[src/rtl/hsm_pkg.sv]
// hsm_pkg: shared types and constants for the HSM key path.
//   hsm_arb_state_t : key arbiter FSM state encoding
//   HSM_KEY_W       : effective key width, shared with key_vault
//   sat_inc32()     : saturating 32-bit increment for event counters
package hsm_pkg;

    localparam int unsigned HSM_KEY_W = 128;

    typedef enum logic [1:0] {
        IDLE,
        ARB,
        LEASE,
        SCRUB
    } hsm_arb_state_t;

    function automatic logic [31:0] sat_inc32(input logic [31:0] v);
        return (v == 32'hFFFF_FFFF) ? v : v + 32'd1;
    endfunction

endpackage

[src/rtl/hsm_rr_picker.sv]
// hsm_rr_picker: combinational round-robin picker.
// Selects the first asserted request at an index >= ptr, wrapping modulo NUM_REQ.
// Ports:
//   req   in  NUM_REQ  request vector
//   ptr   in  IDX_W    round-robin start index
//   grant out NUM_REQ  one-hot winner (zero when nothing requests)
//   idx   out IDX_W    winner index (zero when nothing requests)
//   found out 1        at least one request asserted
module hsm_rr_picker #(
    parameter int unsigned NUM_REQ = 4,
    localparam int unsigned IDX_W = $clog2(NUM_REQ)
) (
    input  logic [NUM_REQ-1:0] req,
    input  logic [IDX_W-1:0]   ptr,
    output logic [NUM_REQ-1:0] grant,
    output logic [IDX_W-1:0]   idx,
    output logic               found
);

    int unsigned pos;

    always_comb begin
        grant = '0;
        idx   = '0;
        found = 1'b0;
        pos   = 0;
        for (int unsigned i = 0; i < NUM_REQ; i++) begin
            pos = (32'(ptr) + i) % NUM_REQ;
            if (!found && req[IDX_W'(pos)]) begin
                found = 1'b1;
                idx   = IDX_W'(pos);
            end
        end
        if (found) begin
            grant[idx] = 1'b1;
        end
    end

endmodule

[src/rtl/hsm_key_arbiter.sv]
// hsm_key_arbiter: leases the key vault's effective key to one of NUM_REQ engines at a time.
// Round-robin arbitration, time-bounded leases, denial while the vault is locked, tampered
// or keyless, and a scrub cycle with the key bus at zero between leases.
// Ports:
//   clk, rst_n            clock, asynchronous active-low reset
//   req_valid[NUM_REQ]    per-requester request, held until its req_done pulse
//   req_rel[NUM_REQ]      per-requester release, honoured only for the current owner
//   req_done[NUM_REQ]     one-hot decision pulse; req_ok qualifies it (1=grant, 0=deny)
//   vault_key/_key_vld    key_vault effective key and its valid flag
//   vault_locked/_tamper  key_vault lock and tamper status
//   key_out/key_out_vld   leased key (zero outside a lease) and lease-active flag
//   key_owner             index of current or last owner
//   grant_cnt/deny_cnt    saturating grant and deny counters
//   busy                  FSM not idle
// Build option HSM_ARB_AUDIT_EN adds timeout_cnt and revoke_cnt (saturating lease-exit
// counters for timeout and lock/tamper revocation).
module hsm_key_arbiter
    import hsm_pkg::*;
#(
    parameter int unsigned NUM_REQ      = 4,
    parameter int unsigned KEY_W        = HSM_KEY_W,
    parameter int unsigned LEASE_CYCLES = 16,
    localparam int unsigned IDX_W       = $clog2(NUM_REQ),
    localparam int unsigned LC_W        = $clog2(LEASE_CYCLES)
) (
    input  logic               clk,
    input  logic               rst_n,
    input  logic [NUM_REQ-1:0] req_valid,
    input  logic [NUM_REQ-1:0] req_rel,
    output logic [NUM_REQ-1:0] req_done,
    output logic               req_ok,
    input  logic [KEY_W-1:0]   vault_key,
    input  logic               vault_key_vld,
    input  logic               vault_locked,
    input  logic               vault_tamper,
    output logic [KEY_W-1:0]   key_out,
    output logic               key_out_vld,
    output logic [IDX_W-1:0]   key_owner,
    output logic [31:0]        grant_cnt,
    output logic [31:0]        deny_cnt,
    output logic               busy
`ifdef HSM_ARB_AUDIT_EN
    ,
    output logic [31:0]        timeout_cnt,
    output logic [31:0]        revoke_cnt
`endif
);

    hsm_arb_state_t     state_q, state_d;
    logic [IDX_W-1:0]   rr_q, rr_d;
    logic [IDX_W-1:0]   owner_q, owner_d;
    logic [LC_W-1:0]    lease_q, lease_d;
    logic [KEY_W-1:0]   key_q, key_d;
    logic [NUM_REQ-1:0] done_q, done_d;
    logic               ok_q, ok_d;
    logic [31:0]        grant_cnt_q, grant_cnt_d;
    logic [31:0]        deny_cnt_q, deny_cnt_d;
`ifdef HSM_ARB_AUDIT_EN
    logic [31:0]        timeout_cnt_q, timeout_cnt_d;
    logic [31:0]        revoke_cnt_q, revoke_cnt_d;
`endif

    logic [NUM_REQ-1:0] pick_grant;
    logic [IDX_W-1:0]   pick_idx;
    logic               pick_found;
    logic [IDX_W-1:0]   rr_next;
    logic               blocked;
    logic               rel_hit;
    logic               revoke;

    hsm_rr_picker #(
        .NUM_REQ (NUM_REQ)
    ) u_picker (
        .req   (req_valid),
        .ptr   (rr_q),
        .grant (pick_grant),
        .idx   (pick_idx),
        .found (pick_found)
    );

    assign rr_next = (pick_idx == IDX_W'(NUM_REQ - 1)) ? '0 : pick_idx + 1'b1;
    assign blocked = vault_locked | vault_tamper | ~vault_key_vld;
    assign rel_hit = req_rel[owner_q];
    assign revoke  = vault_locked | vault_tamper;

    always_comb begin
        state_d       = state_q;
        rr_d          = rr_q;
        owner_d       = owner_q;
        lease_d       = lease_q;
        key_d         = key_q;
        done_d        = '0;
        ok_d          = 1'b0;
        grant_cnt_d   = grant_cnt_q;
        deny_cnt_d    = deny_cnt_q;
`ifdef HSM_ARB_AUDIT_EN
        timeout_cnt_d = timeout_cnt_q;
        revoke_cnt_d  = revoke_cnt_q;
`endif
        unique case (state_q)
            IDLE: begin
                if (|req_valid) begin
                    state_d = ARB;
                end
            end
            ARB: begin
                state_d = IDLE;
                // A requester may have dropped out since IDLE; with nobody left, no decision.
                if (pick_found) begin
                    done_d = pick_grant;
                    rr_d   = rr_next;
                    if (blocked) begin
                        deny_cnt_d = sat_inc32(deny_cnt_q);
                    end else begin
                        ok_d        = 1'b1;
                        grant_cnt_d = sat_inc32(grant_cnt_q);
                        owner_d     = pick_idx;
                        key_d       = vault_key;
                        lease_d     = LC_W'(LEASE_CYCLES - 1);
                        state_d     = LEASE;
                    end
                end
            end
            LEASE: begin
                lease_d = lease_q - 1'b1;
                // Release wins over everything so a release coinciding with timeout
                // is recorded as a release.
                if (rel_hit) begin
                    state_d = SCRUB;
                end else if (revoke) begin
                    state_d = SCRUB;
`ifdef HSM_ARB_AUDIT_EN
                    revoke_cnt_d = sat_inc32(revoke_cnt_q);
`endif
                end else if (lease_q == '0) begin
                    state_d = SCRUB;
`ifdef HSM_ARB_AUDIT_EN
                    timeout_cnt_d = sat_inc32(timeout_cnt_q);
`endif
                end
                if (state_d == SCRUB) begin
                    key_d = '0;
                end
            end
            SCRUB: begin
                key_d   = '0;
                state_d = IDLE;
            end
            default: begin
                key_d   = '0;
                state_d = IDLE;
            end
        endcase
    end

    always_ff @(posedge clk or negedge rst_n) begin
        if (!rst_n) begin
            state_q       <= IDLE;
            rr_q          <= '0;
            owner_q       <= '0;
            lease_q       <= '0;
            key_q         <= '0;
            done_q        <= '0;
            ok_q          <= 1'b0;
            grant_cnt_q   <= '0;
            deny_cnt_q    <= '0;
`ifdef HSM_ARB_AUDIT_EN
            timeout_cnt_q <= '0;
            revoke_cnt_q  <= '0;
`endif
        end else begin
            state_q       <= state_d;
            rr_q          <= rr_d;
            owner_q       <= owner_d;
            lease_q       <= lease_d;
            key_q         <= key_d;
            done_q        <= done_d;
            ok_q          <= ok_d;
            grant_cnt_q   <= grant_cnt_d;
            deny_cnt_q    <= deny_cnt_d;
`ifdef HSM_ARB_AUDIT_EN
            timeout_cnt_q <= timeout_cnt_d;
            revoke_cnt_q  <= revoke_cnt_d;
`endif
        end
    end

    assign req_done    = done_q;
    assign req_ok      = ok_q;
    assign key_out     = key_q;
    assign key_out_vld = (state_q == LEASE);
    assign key_owner   = owner_q;
    assign grant_cnt   = grant_cnt_q;
    assign deny_cnt    = deny_cnt_q;
    assign busy        = (state_q != IDLE);
`ifdef HSM_ARB_AUDIT_EN
    assign timeout_cnt = timeout_cnt_q;
    assign revoke_cnt  = revoke_cnt_q;
`endif

endmodule

[config.mk]
export PLATFORM = sky130hd
export DESIGN_NAME = hsm_key_arbiter
export DESIGN_NICKNAME = d
export VERILOG_FILES = /design/src/rtl/hsm_pkg.sv /design/src/rtl/hsm_rr_picker.sv /design/src/rtl/hsm_key_arbiter.sv
export SDC_FILE = /design/constraint.sdc
export NUM_CORES = 1
export LEC_CHECK = 0
export ABC_CLOCK_PERIOD_IN_PS = 4750
export CORE_MARGIN = 1.5
export CORE_UTILIZATION = 48
export CTS_CLUSTER_SIZE = 20
export DETAILED_ROUTE_END_ITERATION = 12
export PLACE_DENSITY = 0.85
export REMOVE_ABC_BUFFERS = 1
export SYNTH_ARGS = -nofsm -noshare
export SYNTH_HDL_FRONTEND = slang
export SYNTH_SLANG_ARGS = --single-unit
[constraint.sdc]
create_clock -name clk -period 4.75 [get_ports clk]
set_clock_uncertainty 0.15 [all_clocks]
set_input_delay 0.95 -clock clk [delete_from_list [all_inputs] [get_ports clk]]
set_output_delay 0.95 -clock clk [all_outputs]
set_load 0.005 [all_outputs]
### Word-level counts from Yosys, hierarchy flattened

Index checks and enable logic that the tools add are counted.

* bits of input ports: 141
* flip-flop bits (word level): 207
* output and inout bits: 201

* reduce and logical (&&, ||, !) cells: 19
* equality and inequality tests: 11
* bitwise operators: 6
* magnitude comparators: 7
* muxes and demuxes: 41
* add/sub/neg operators: 7

Operators with widths (count)
* $mux 128: 3
* $pmux 128 s3: 1
* $add 32x1->32 const B: 2
* $eq 32x32->1 const B: 2
* $mux 2: 12
* $lt 2x3->1 const B: 6
* $mux 4: 4
* $mux 1: 13
* $reduce_and 4->1: 3
* $bmux 1 s2: 5
* $eq 2x2->1 const B: 4
* $pmux 2 s4: 1
* $pmux 4 s2: 1
* $ne 2x2->1 const B: 3
* $reduce_and 3->1: 2
* $add 2x1->2 const B: 2
* $add 2x2->2 const B: 2
* $logic_and 1x1->1: 4
* $logic_not 4->1: 1
* $not 1->1: 4
* $reduce_bool 2->1: 2
* $reduce_or 4->1: 1
* $sub 4x1->4 const B: 1
* $logic_not 1->1: 3
* 8 further kinds: 9

### Depth between registers and ports, before layout

* word-level depth: 18
* mapped depth: 9
* mapped depth without buffers: 8

### Cells and area by module

From an unflattened synthesis, not the netlist that was laid out.

* cell total of the unflattened synthesis: 933
* area total of the unflattened synthesis: 9076.2 sq um

By module, submodules not included
* hsm_key_arbiter: sequential area each 5180.0 sq um, cells an instance 901, area each 8893.5 sq um, times used 1
* hsm_rr_picker: sequential area each 0.0 sq um, cells an instance 32, area each 182.7 sq um, times used 1

### Least setup slack after synthesis

OpenSTA, ideal clock, no wires.

* path type: input port to flip-flop
* from: in req_rel[3]
* to: reg key_q[113], in the netlist key_out[113]
* stages: 7
* arrival time: 2.463 ns
* slack: 2.015 ns
* data required time: 4.479 ns
* path buffers: 2
* path through: mux4_2 > a2111oi_4 > a311oi_2 > buf_4 > buf_6 > nand3_1 > o21ai_1

* word-level cells in the longest chain between the ends: 7

RTL lines
* start, declared: line hsm_key_arbiter.sv:29 `input logic [NUM_REQ-1:0] req_rel,`
* $bmux 1 s2: line hsm_key_arbiter.sv:83 `assign rel_hit = req_rel[owner_q];`
* $mux 1 (not written as such): line hsm_key_arbiter.sv:83
* $mux 2: line hsm_key_arbiter.sv:128 `if (rel_hit) begin`
* $mux 2: line hsm_key_arbiter.sv:100 `unique case (state_q)`
* $eq 2x2->1: line hsm_key_arbiter.sv:141 `if (state_d == SCRUB) begin`
* $ne 2x1->1 (no line)
* $reduce_and 4->1 (no line)
* end signal, assigned: line hsm_key_arbiter.sv:176 `key_q <= key_d;`
* end, declared: line hsm_key_arbiter.sv:53 `logic [KEY_W-1:0] key_q, key_d;`

No other way between the ends. The select of a mux whose other input is x is not followed.
A chain may end at the register's enable or synchronous reset.

### Worst setup path in the final report

* from: in req_valid[1]
* to: reg grant_cnt_q[21], in the netlist grant_cnt[21]

* word-level cells in the longest chain between the ends: 13
* elaborated cells between the ends (all ways): 19

RTL lines
* start, declared: line hsm_key_arbiter.sv:28 `input logic [NUM_REQ-1:0] req_valid,`
* $bmux 1 s2: line hsm_rr_picker.sv:29 `if (!found && req[IDX_W'(pos)]) begin`
* $mux 1 (not written as such): line hsm_rr_picker.sv:29
* $mux 1: line hsm_rr_picker.sv:29
* $logic_not 1->1: line hsm_rr_picker.sv:29
* $logic_and 1x1->1: line hsm_rr_picker.sv:29
* $mux 1: line hsm_rr_picker.sv:29
* $logic_not 1->1: line hsm_rr_picker.sv:29
* $logic_and 1x1->1: line hsm_rr_picker.sv:29
* $mux 1: line hsm_rr_picker.sv:29
* $logic_not 1->1: line hsm_rr_picker.sv:29
* $logic_and 1x1->1: line hsm_rr_picker.sv:29
* $mux 1 *: line hsm_rr_picker.sv:29
* $reduce_and 4->1 (no line) *
* end signal, assigned: line hsm_key_arbiter.sv:179 `grant_cnt_q <= grant_cnt_d;`
* end, declared: line hsm_key_arbiter.sv:56 `logic [31:0] grant_cnt_q, grant_cnt_d;`

Every way passes the cells marked *; elsewhere a longest branch is shown, timed or not. The select of a mux whose other input is x is not followed.

==> impl_metrics.tcl <==
set metrics [dict create \
    outcome "finished clean" \
    clock_sinks 207 \
    gp_congestion 0.8382 \
    synth_compound_area_frac 0.09700 \
    htree_num_levels 1 \
    end_kind "register" \
    synth_top_area_cell "dfrtp_1" \
    critPathMaxFanout 21 \
    synthXorXnorAreaFrac 0.05439 \
    io_pins 342 \
    synth_top_area_frac 0.5547 \
    r2r_slack_ns 1.82 \
    holdBufCountCts 0 \
    maxCapViolations 0 \
    cts_buffers 23 \
    synth_edf_count 0 \
    critPathRequiredTime_ns 4.97 \
    fin_crit_sh 0.6881 \
    path_buf_inv 2 \
    cts.clk_slew.worst_paths_ns 0.06 \
    critPathMaxStageDelay_ns 0.57 \
    ys_types 49 \
    clk-insertion-delay-late_ns 0.50 \
    holdCritPathClass "input pin to asynchronous set/reset pin" \
    drt-total-wl_um 25920 \
    grt_pass1_wl_um 39890 \
    r2r_cells 7 \
    clock.fmax_ghz 0.3059 \
    crit_family "buffers and inverters" \
    r2r_start "state_q[1]$_DFFE_PN0P_" \
    finalCriticalPeriod_ns 3.269 \
    yosys.area_share.adder 0.01608 \
    worst_pin_slew_ns 1.024 \
    die_height_um 142.5 \
    start_kind "input pin" \
    async_reset_ff_frac 1.000 \
    post_cts_buffers 0 \
    fin_nets 1426 \
    drc 0 \
    drt_iter0_drc 376 \
    antenna_found_initial 2 \
    areaGrowthSynthToFinish_pct 45.16 \
    io_buffers 341 \
    synth_seq_area_share 0.5547 \
    grt-ovfl-total 0 \
    cp_cell_sequence "clkdlybuf4s50_1 -> o41a_1 -> nand2_1 -> clkinv_1 -> nand3_1 -> nor3_1 -> xor2_1" \
    p_leak_nw 6.076 \
    peakVddDrop_mv 0.4044 \
    reg2reg_to "grant_cnt[11]$_DFFE_PN0P_" \
    synthSimpleGateAreaFrac 0.1708 \
    tritoncts "built" \
    cpMaxStageDelayCell "nand2_1" \
    layout.cells.non_filler 1550 \
    vias 8030 \
    root_buffer "clkbuf_16" \
    core_area_mm2 0.01889 \
    post-dp-hpwl_um 18340 \
    initial_core_util 0.4943 \
    slew_headroom 0.3086 \
    power_density_mw_per_mm2 561.2 \
    timing.hold.ws_ns 0.3114 \
    routedWlPerCell_um 16.72 \
    die_w_um 142.5 \
    rows 50 \
    synth.area.mux_share 0.006029 \
    final_antenna_net_count 0 \
    synth-seq-cells 207 \
    slew_violations 0 \
    via_per_inst 5.181 \
    synth_cells 949 \
    cp.arrival_ns 3.49 \
    cts_resized 0 \
    ys_top_cells_by_area "dfrtp_1, nand3_1, o21ai_1" \
    power_w 0.007608 \
    firstDrtPassIters 4 \
    path_class "input pin to register" \
    netlist_area_mm2 0.009339 \
    hold_violations 0 \
    postSynthAreaPerCell_um2 9.841 \
    clockBufferDepth 3 \
    postLayoutCoreUtil 0.7176 \
    grt_pass1_vias 7618 \
    synthFlopType "dfrtp_1" \
    layout-drive-gt1-share 0.04348 \
    postPlaceCellArea_mm2 0.01280 \
    track_usage 0.2474 \
    dpl.cell_count 1508 \
    ys_warn_count 0 \
    dieArea_mm2 0.02030 \
    synth_top_family_by_area "simple AND/OR/NAND/NOR gates" \
    stdcell_area_mm2 0.01356 \
    grt_max_degree 151 \
    setup_viol 0 \
    rsz0062_at_grt "no" \
]
==> stage by stage <==
step           setup TNS (ns)  setup WS (ns)
3_5_place_dp                0          1.037
4_1_cts                     0          1.492
3_3_place_gp                0          1.115
5_1_grt                     0          1.327
6_report                    0          1.481
2_1_floorplan         -692.43         -5.589
==> worst reg2reg max path, cell delays in order, from the launching register on <==
cell,delay [ns]
dfrtp_1,0.43
inv_1,0.12
ha_1,0.26
o41a_1,0.31
nand2_1,0.47
or3_1,0.58
nor4_1,0.34
xor2_1,0.18
==> sequential cells by signal, indices dropped and copies added, names as in the netlist <==
register and count:
deny_cnt 32, grant_cnt 32, key_out 128, key_owner 2, lease_q 4, req_done 4, req_ok 1, rr_q 2
state_q 2
==> cells by family after synthesis <==
logic type,Yosys count
compound gates,164
buf+inv,196
xor+xnor,58
simple gates,308
fa+ha+maj,12
flops,207
mux,4
==> how the worst max path moves through the flow <==
stage / slack, ns / to / start / cells past startpoint
6_report: 1.48 / grant_cnt[21]$_DFFE_PN0P_ / req_valid[1] / 7
2_1_floorplan: -5.59 / key_out[10]$_DFFE_PN0P_ / vault_tamper / 4
4_1_cts: 1.49 / key_out_vld / state_q[0]$_DFFE_PN0P_ / 3
3_5_place_dp: 1.04 / grant_cnt[21]$_DFFE_PN0P_ / req_valid[0] / 7
3_3_place_gp: 1.11 / grant_cnt[21]$_DFFE_PN0P_ / req_valid[0] / 7
5_1_grt: 1.33 / grant_cnt[21]$_DFFE_PN0P_ / req_valid[1] / 7
==> synthesized netlist by cell type (2+ instances only) <==
cell type and number:
dfrtp_1 207, inv_1 146, nand3_1 145, o21ai_1 122
xor2_1 37, nand2_1 36, nor2_1 32, buf_6 27
nor3_1 22, xnor2_1 21, nand4_1 19, nor4_1 15
o21ai_0 14, ha_1 12, buf_1 10, clkbuf_1 10
a21oi_1 9, and2_1 9, and3_1 7, or3_1 5
a31oi_1 4, and4_1 3, mux2_2 3, nand2b_1 3
nand4b_1 2, nor2b_1 2, o21a_1 2, o22ai_1 2
o31ai_1 2, or4_1 2
==> where the power goes <==
| group | internal [W] | total (W) | switching (W) |
|---|---|---|---|
| clock | 0.00107 | 0.00176 | 0.000684 |
| combinational | 0.00162 | 0.00310 | 0.00148 |
| sequential | 0.00238 | 0.00275 | 0.000364 |
| total | 0.00508 | 0.00761 | 0.00253 |
==> layer usage <==
| metal | global-route usage | share of wire |
|---|---|---|
| met5 | 0 | 0 |
| met4 | 0.1112 | 0.046 |
| met3 | 0.06157 | 0.081 |
| met2 | 0.4190 | 0.49 |
| met1 | 0.2985 | 0.39 |
==> placed cells by master (no fill, tap or decap), types with 22 or more instances in the layout <==
cell and n:
nand3_1 145, clkdlybuf4s50_1 340, dfrtp_1 207, nor2_1 31, inv_1 146, nor3_1 22
o21ai_1 122, clkbuf_16 23, nand2_1 36, xor2_1 37
==> area by class of cell <==
class | count | area (µm²)
antenna | 2 | 5.005
clock buffer | 32 | 659.4
clock inverter | 8 | 93.84
fill | 1398 | 5336
inverter | 147 | 551.8
multi-input combinational | 546 | 3234
sequential | 207 | 5180
tap | 260 | 325.3
timing repair buffer | 348 | 3507
Power figures use the tool's default switching activity.
